$ cat config.mk
export PLATFORM = sky130hd
export DESIGN_NAME = timer_display_scan
export DESIGN_NICKNAME = d
export VERILOG_FILES = /design/src/rtl/timer_display_scan.sv
export SDC_FILE = /design/constraint.sdc
export NUM_CORES = 1
export LEC_CHECK = 0
export ABC_AREA = 0
export CORE_AREA = 5 5 105 146
export DETAILED_ROUTE_END_ITERATION = 8
export DIE_AREA = 0 0 110 151
export PLACE_DENSITY_LB_ADDON = 0.3
export SETUP_SLACK_MARGIN = 0.05
export SLEW_MARGIN = 30
export SYNTH_ARGS = -nofsm -noshare
export SYNTH_HDL_FRONTEND = slang
export SYNTH_SLANG_ARGS = --single-unit
$ cat constraint.sdc
create_clock -name clk -period 2.2 [get_ports clk]
set_input_delay 0.44 -clock clk [delete_from_list [all_inputs] [get_ports clk]]
set_output_delay 0.44 -clock clk [all_outputs]
set_load 0.02 [all_outputs]
$ cat src/rtl/timer_display_scan.sv
`default_nettype none
// ============================================================================
// Module      : timer_display_scan
// Description : Frame-latched 8-digit multiplexed seven-segment scan driver
//               for a packed-BCD countdown timer, with edit/done blinking.
// Revision    : 1.0 - initial release
// ============================================================================
module timer_display_scan #(
    parameter int SLOT_CYCLES  = 100000,
    parameter int BLANK_CYCLES = 1000,
    parameter int BLINK_CYCLES = 25000000
) (
    input  logic        clk,
    input  logic        rst,
    input  logic [35:0] bcd_i,
    input  logic        edit_i,
    input  logic [2:0]  curr_digit_i,
    input  logic        done_i,
    output logic [7:0]  an_o,
    output logic [6:0]  seg_o,
    output logic        dp_o
);

    localparam int c_CNT_W = $clog2(SLOT_CYCLES);
    localparam int c_BLK_W = (BLINK_CYCLES > 1) ? $clog2(BLINK_CYCLES) : 1;
    localparam logic [c_CNT_W-1:0] c_SLOT_LAST  = c_CNT_W'(SLOT_CYCLES - 1);
    localparam logic [c_BLK_W-1:0] c_BLINK_LAST = c_BLK_W'(BLINK_CYCLES - 1);

    logic [c_CNT_W-1:0] r_cnt;
    logic [2:0]         r_idx;
    logic [c_BLK_W-1:0] r_blink_cnt;
    logic               r_blink_ph;
    logic [31:0]        r_bcd_snap;
    logic               r_edit_snap;
    logic [2:0]         r_digit_snap;
    logic               r_done_snap;

    logic               w_blank;
    logic               w_edit_hit;
    logic               w_done_hit;
    logic               w_suppress;
    logic [3:0]         w_nib;
    logic [6:0]         w_seg;
    logic               w_dp;
    logic [7:0]         w_an;
    logic               w_unused_lsd;

    // The millisecond-units nibble is never displayed.
    assign w_unused_lsd = ^bcd_i[3:0];

    generate
        if (BLANK_CYCLES > 0) begin : g_blank
            localparam logic [c_CNT_W-1:0] c_BLANK = c_CNT_W'(BLANK_CYCLES);
            assign w_blank = (r_cnt < c_BLANK);
        end else begin : g_no_blank
            assign w_blank = 1'b0;
        end
    endgenerate

    // Display index 7 is h2 (digit 0), so the edited digit sits at 7 - digit.
    assign w_edit_hit = r_edit_snap && (r_digit_snap <= 3'd5) &&
                        (r_idx == (3'd7 - r_digit_snap)) && r_blink_ph;
    assign w_done_hit = r_done_snap && !r_edit_snap && r_blink_ph;
    assign w_suppress = w_blank || w_edit_hit || w_done_hit;

    assign w_nib = r_bcd_snap[{r_idx, 2'b00} +: 4];
    assign w_dp  = !((r_idx == 3'd2) || (r_idx == 3'd4) || (r_idx == 3'd6));
    assign w_an  = ~(8'h01 << r_idx);

    always_comb begin
        w_seg = 7'h3F;
        case (w_nib)
            4'd0:    w_seg = 7'h40;
            4'd1:    w_seg = 7'h79;
            4'd2:    w_seg = 7'h24;
            4'd3:    w_seg = 7'h30;
            4'd4:    w_seg = 7'h19;
            4'd5:    w_seg = 7'h12;
            4'd6:    w_seg = 7'h02;
            4'd7:    w_seg = 7'h78;
            4'd8:    w_seg = 7'h00;
            4'd9:    w_seg = 7'h10;
            default: w_seg = 7'h3F;
        endcase
    end

    always_ff @(posedge clk) begin
        if (rst) begin
            r_cnt        <= '0;
            r_idx        <= '0;
            r_blink_cnt  <= '0;
            r_blink_ph   <= 1'b0;
            r_bcd_snap   <= '0;
            r_edit_snap  <= 1'b0;
            r_digit_snap <= '0;
            r_done_snap  <= 1'b0;
            an_o         <= 8'hFF;
            seg_o        <= 7'h7F;
            dp_o         <= 1'b1;
        end else begin
            if (r_cnt == c_SLOT_LAST) begin
                r_cnt <= '0;
                r_idx <= r_idx + 3'd1;
                // Snapshot only at the frame boundary so a frame never tears.
                if (r_idx == 3'd7) begin
                    r_bcd_snap   <= bcd_i[35:4];
                    r_edit_snap  <= edit_i;
                    r_digit_snap <= curr_digit_i;
                    r_done_snap  <= done_i;
                end
            end else begin
                r_cnt <= r_cnt + 1'b1;
            end

            if (r_blink_cnt == c_BLINK_LAST) begin
                r_blink_cnt <= '0;
                r_blink_ph  <= ~r_blink_ph;
            end else begin
                r_blink_cnt <= r_blink_cnt + 1'b1;
            end

            if (w_suppress) begin
                an_o  <= 8'hFF;
                seg_o <= 7'h7F;
                dp_o  <= 1'b1;
            end else begin
                an_o  <= w_an;
                seg_o <= w_seg;
                dp_o  <= w_dp;
            end
        end
    end

endmodule
`default_nettype wire

==> results of run 1 <==
placed cells by master (no fill, tap or decap), drive strengths merged, types with 14 or more instances in the layout:
cell type      instances
xnor2                 15
clkdlybuf4s50         53
nand3                 22
buf                   26
xor2                  25
nor2                  53
dfxtp                 99
nand2                 94
inv                   14
a21oi                 45
how the worst max path moves through the flow:
stage / to / cells past startpoint / startpoint / slack (ns)
2_1_floorplan: seg_o[0] / 8 / r_idx[0] / 0.03
3_3_place_gp: seg_o[0] / 7 / r_idx[0] / -0.02
3_5_place_dp: seg_o[3] / 7 / r_idx[0] / -0.06
4_1_cts: seg_o[3] / 7 / r_idx[0] / 0.02
5_1_grt: seg_o[3] / 7 / r_idx[0] / -0.04
6_report: seg_o[3] / 7 / r_idx[0] / 0.06
worst max-delay path: stages (launching register included):
cell	delay, ns
dfxtp_4	0.41
mux4_2	0.56
mux2i_4	0.19
inv_2	0.06
ha_2	0.16
or2_1	0.23
a2111oi_4	0.32
a21oi_1	0.07
report_power, final:
part	total, mW	internal, mW	switching, mW	leakage (nW)
clock network	1.55	0.884	0.669	0.143
registers	1.81	1.80	0.00994	0.800
logic	0.116	0.0709	0.0455	1.00
metal layers:
layer,global-route usage (%),vias up
met5,0,-
met4,5.36,0
met3,2.43,15
met2,19.7,65
met1,14.6,1553
li1,-,1745
repair_timing:
action	CTS	global route
gates resized for setup	1	5
setup buffers	2	1
pin swaps	0	1
hold buffers	0	0
setup endpoints to repair	5	15
registers in the layout, indices dropped and copies added, names as in the netlist:
register,count
r_edit_snap,1
r_idx,3
r_cnt,17
r_done_snap,1
an_o,8
dp_o,1
r_digit_snap,3
r_bcd_snap,32
r_blink_cnt,25
r_blink_ph,1
seg_o,7
kinds of logic after synthesis:
family	count (synthesis)
simple gates	217
flops	99
compound gates	60
xor+xnor	40
buf+inv	34
mux	13
fa+ha+maj	13
metrics by stage:
stage	area [um^2]	setup TNS, ns	utilization [%]	power, mW
finish	5490	0	39.6	3.48
CTS	5470	0	39.5	3.52
global placement	5150	-0.0378	37.2	1.97
global route	5490	-0.0526	39.6	3.61
detailed placement	5150	-0.104	37.2	1.97
floorplan	4340	0	-	1.89
layout make-up:
class | instances | area share (%)
Sequential cell | 99 | 36.2
Clock buffer | 10 | 4.17
Timing Repair Buffer | 79 | 13.4
Inverter | 13 | 0.889
Tap cell | 185 | 4.22
Multi-Input combinational cell | 343 | 39.9
Clock inverter | 6 | 1.19
==> flow_summary.toml, run 1 <==
[critical_path]
reg2reg_depth = 7
startpoint_type = "register"
timing.setup.critical_path_class = "register to register"
cp.required_ns = 2.41
regToRegStartpoint = "r_idx[0]"
critPathArrivalTime_ns = 2.35
reg2reg_slack_ns = 0.06
path_max_fanout = 7
end_kind = "register"
reg2reg_to = "seg_o[3]"

[layout]
drive_gt1_share_pct = 15.3
final_cells = 735
area_delta_synth_final_pct = 26.9
regArea_um2 = 1990
fillers = 1398
nets = 601
antenna_cells = 0
multiInputGateArea_um2 = 2190

[timing]
slew_headroom_pct = 65.5
rsz0062_at_grt = "yes"
setup_ws_ns = 0.0649
report.final.slew_viol_count = 0
setup_viol = 0
clock.fmax_mhz = 468
min_period_ns = 2.14
hold_violations = 0
whs_ns = 0.451
final.setup_skew_ns = 0.00584
fin_crit_sh_pct = 97.1
worst_slew_pin_slew_ns = 0.517

[die]
initial_core_util_pct = 31.2
num_rows = 51
die_x_um = 110
coreArea_um2 = 13800
num_io_pins = 59
dieArea_um2 = 16600
dieHeight_um = 151

[cts]
clock_path_buffers = 2
root_buffer = "clkbuf_16"
clock_latency_ns = 0.34
numClockSinks = 99
cts_tree = "yes"
htree_levels = 3
path_clk_slew_ns = 0.07
cts_buffers = 9

[global_route]
grt_antenna_before_repair = 0
grt_pass1_vias = 3399
grt_pass1_wl_mm = 15.6
grt_start_max_net_pins = 46
overflow = 0
track_usage_pct = 11.9

[drt]
wl_per_cell_um = 12.4
wl_met1_mm = 3.95
route.detailed.vias_per_inst = 4.60
dr_wl_met2_mm = 4.60
vias = 3378
ant_nets = 0
routed.top_layer = "met4"
drtPass1Iterations = 6
drt-total-wl_mm = 9.14
met3_wirelength_um = 380
drc = 0
drt_iter0_markers = 111

[logic_synthesis]
ys_top_cells_by_area = "dfxtp_1, nand2_1, xor2_1"
ys.flop_type = "dfxtp_1"
avgSynthCellArea_um2 = 9.08
synthTopCellsByCount = "dfxtp_1, nand2_1, nor2_1, a21oi_1, xor2_1"
yosys.area_share.simple_pct = 23.9
synth_top_area_share_pct = 45.8
ys.warnings.count = 0
synth.distinct_cells = 46
synth_edf_count = 0
synthMuxAreaShare_pct = 5.53
synth-seq-cells = 99
synth_top_family_by_area = "simple AND/OR/NAND/NOR gates"
syn-num-nets = 532
netlist_area_um2 = 4320
synthMostInstantiatedCell = "dfxtp_1"
postSynthCellCount = 476
synth_xor_area_share_pct = 8.10
ys_seq_area_share_pct = 45.8
synth_area_leader_cell = "dfxtp_1"
synth_adder_area_share_pct = 3.76
async_flop_share_pct = 0
synth_compound_area_share_pct = 8.68

[hold_path]
hp-class = "register to register"
min_to = "r_blink_cnt[0]"
holdCritStartpoint = "r_blink_cnt[0]"
hold_depth = 1

[placed_design]
dpl_worst_slack_ns = -0.0572
place_hpwl_mm = 6.81
dp_cells = 716
port_buffers = 54
routabilityCongestion = 0.752

[run_status]
status = "complete, no violations"

[flow_run]
maxCapViolations = 0

[pwr]
ir_worst_vdd_mv = 0.365
cellLeakagePower_nw = 1.94
powerDensity_nw_per_um2 = 634
No activity file was read; power rests on OpenSTA's default activity.
==> inputs of run 2 (changes only) <==
--- a/config.mk
+++ b/config.mk
@@ -6,6 +6,7 @@
 export NUM_CORES = 1
 export LEC_CHECK = 0
 export ABC_AREA = 0
+export ABC_CLOCK_PERIOD_IN_PS = 2200
 export CORE_AREA = 5 5 105 146
 export DETAILED_ROUTE_END_ITERATION = 8
 export DIE_AREA = 0 0 110 151
==> results of run 2 <==
No change in the layout: final DEF, timing and power equal those of run 1.
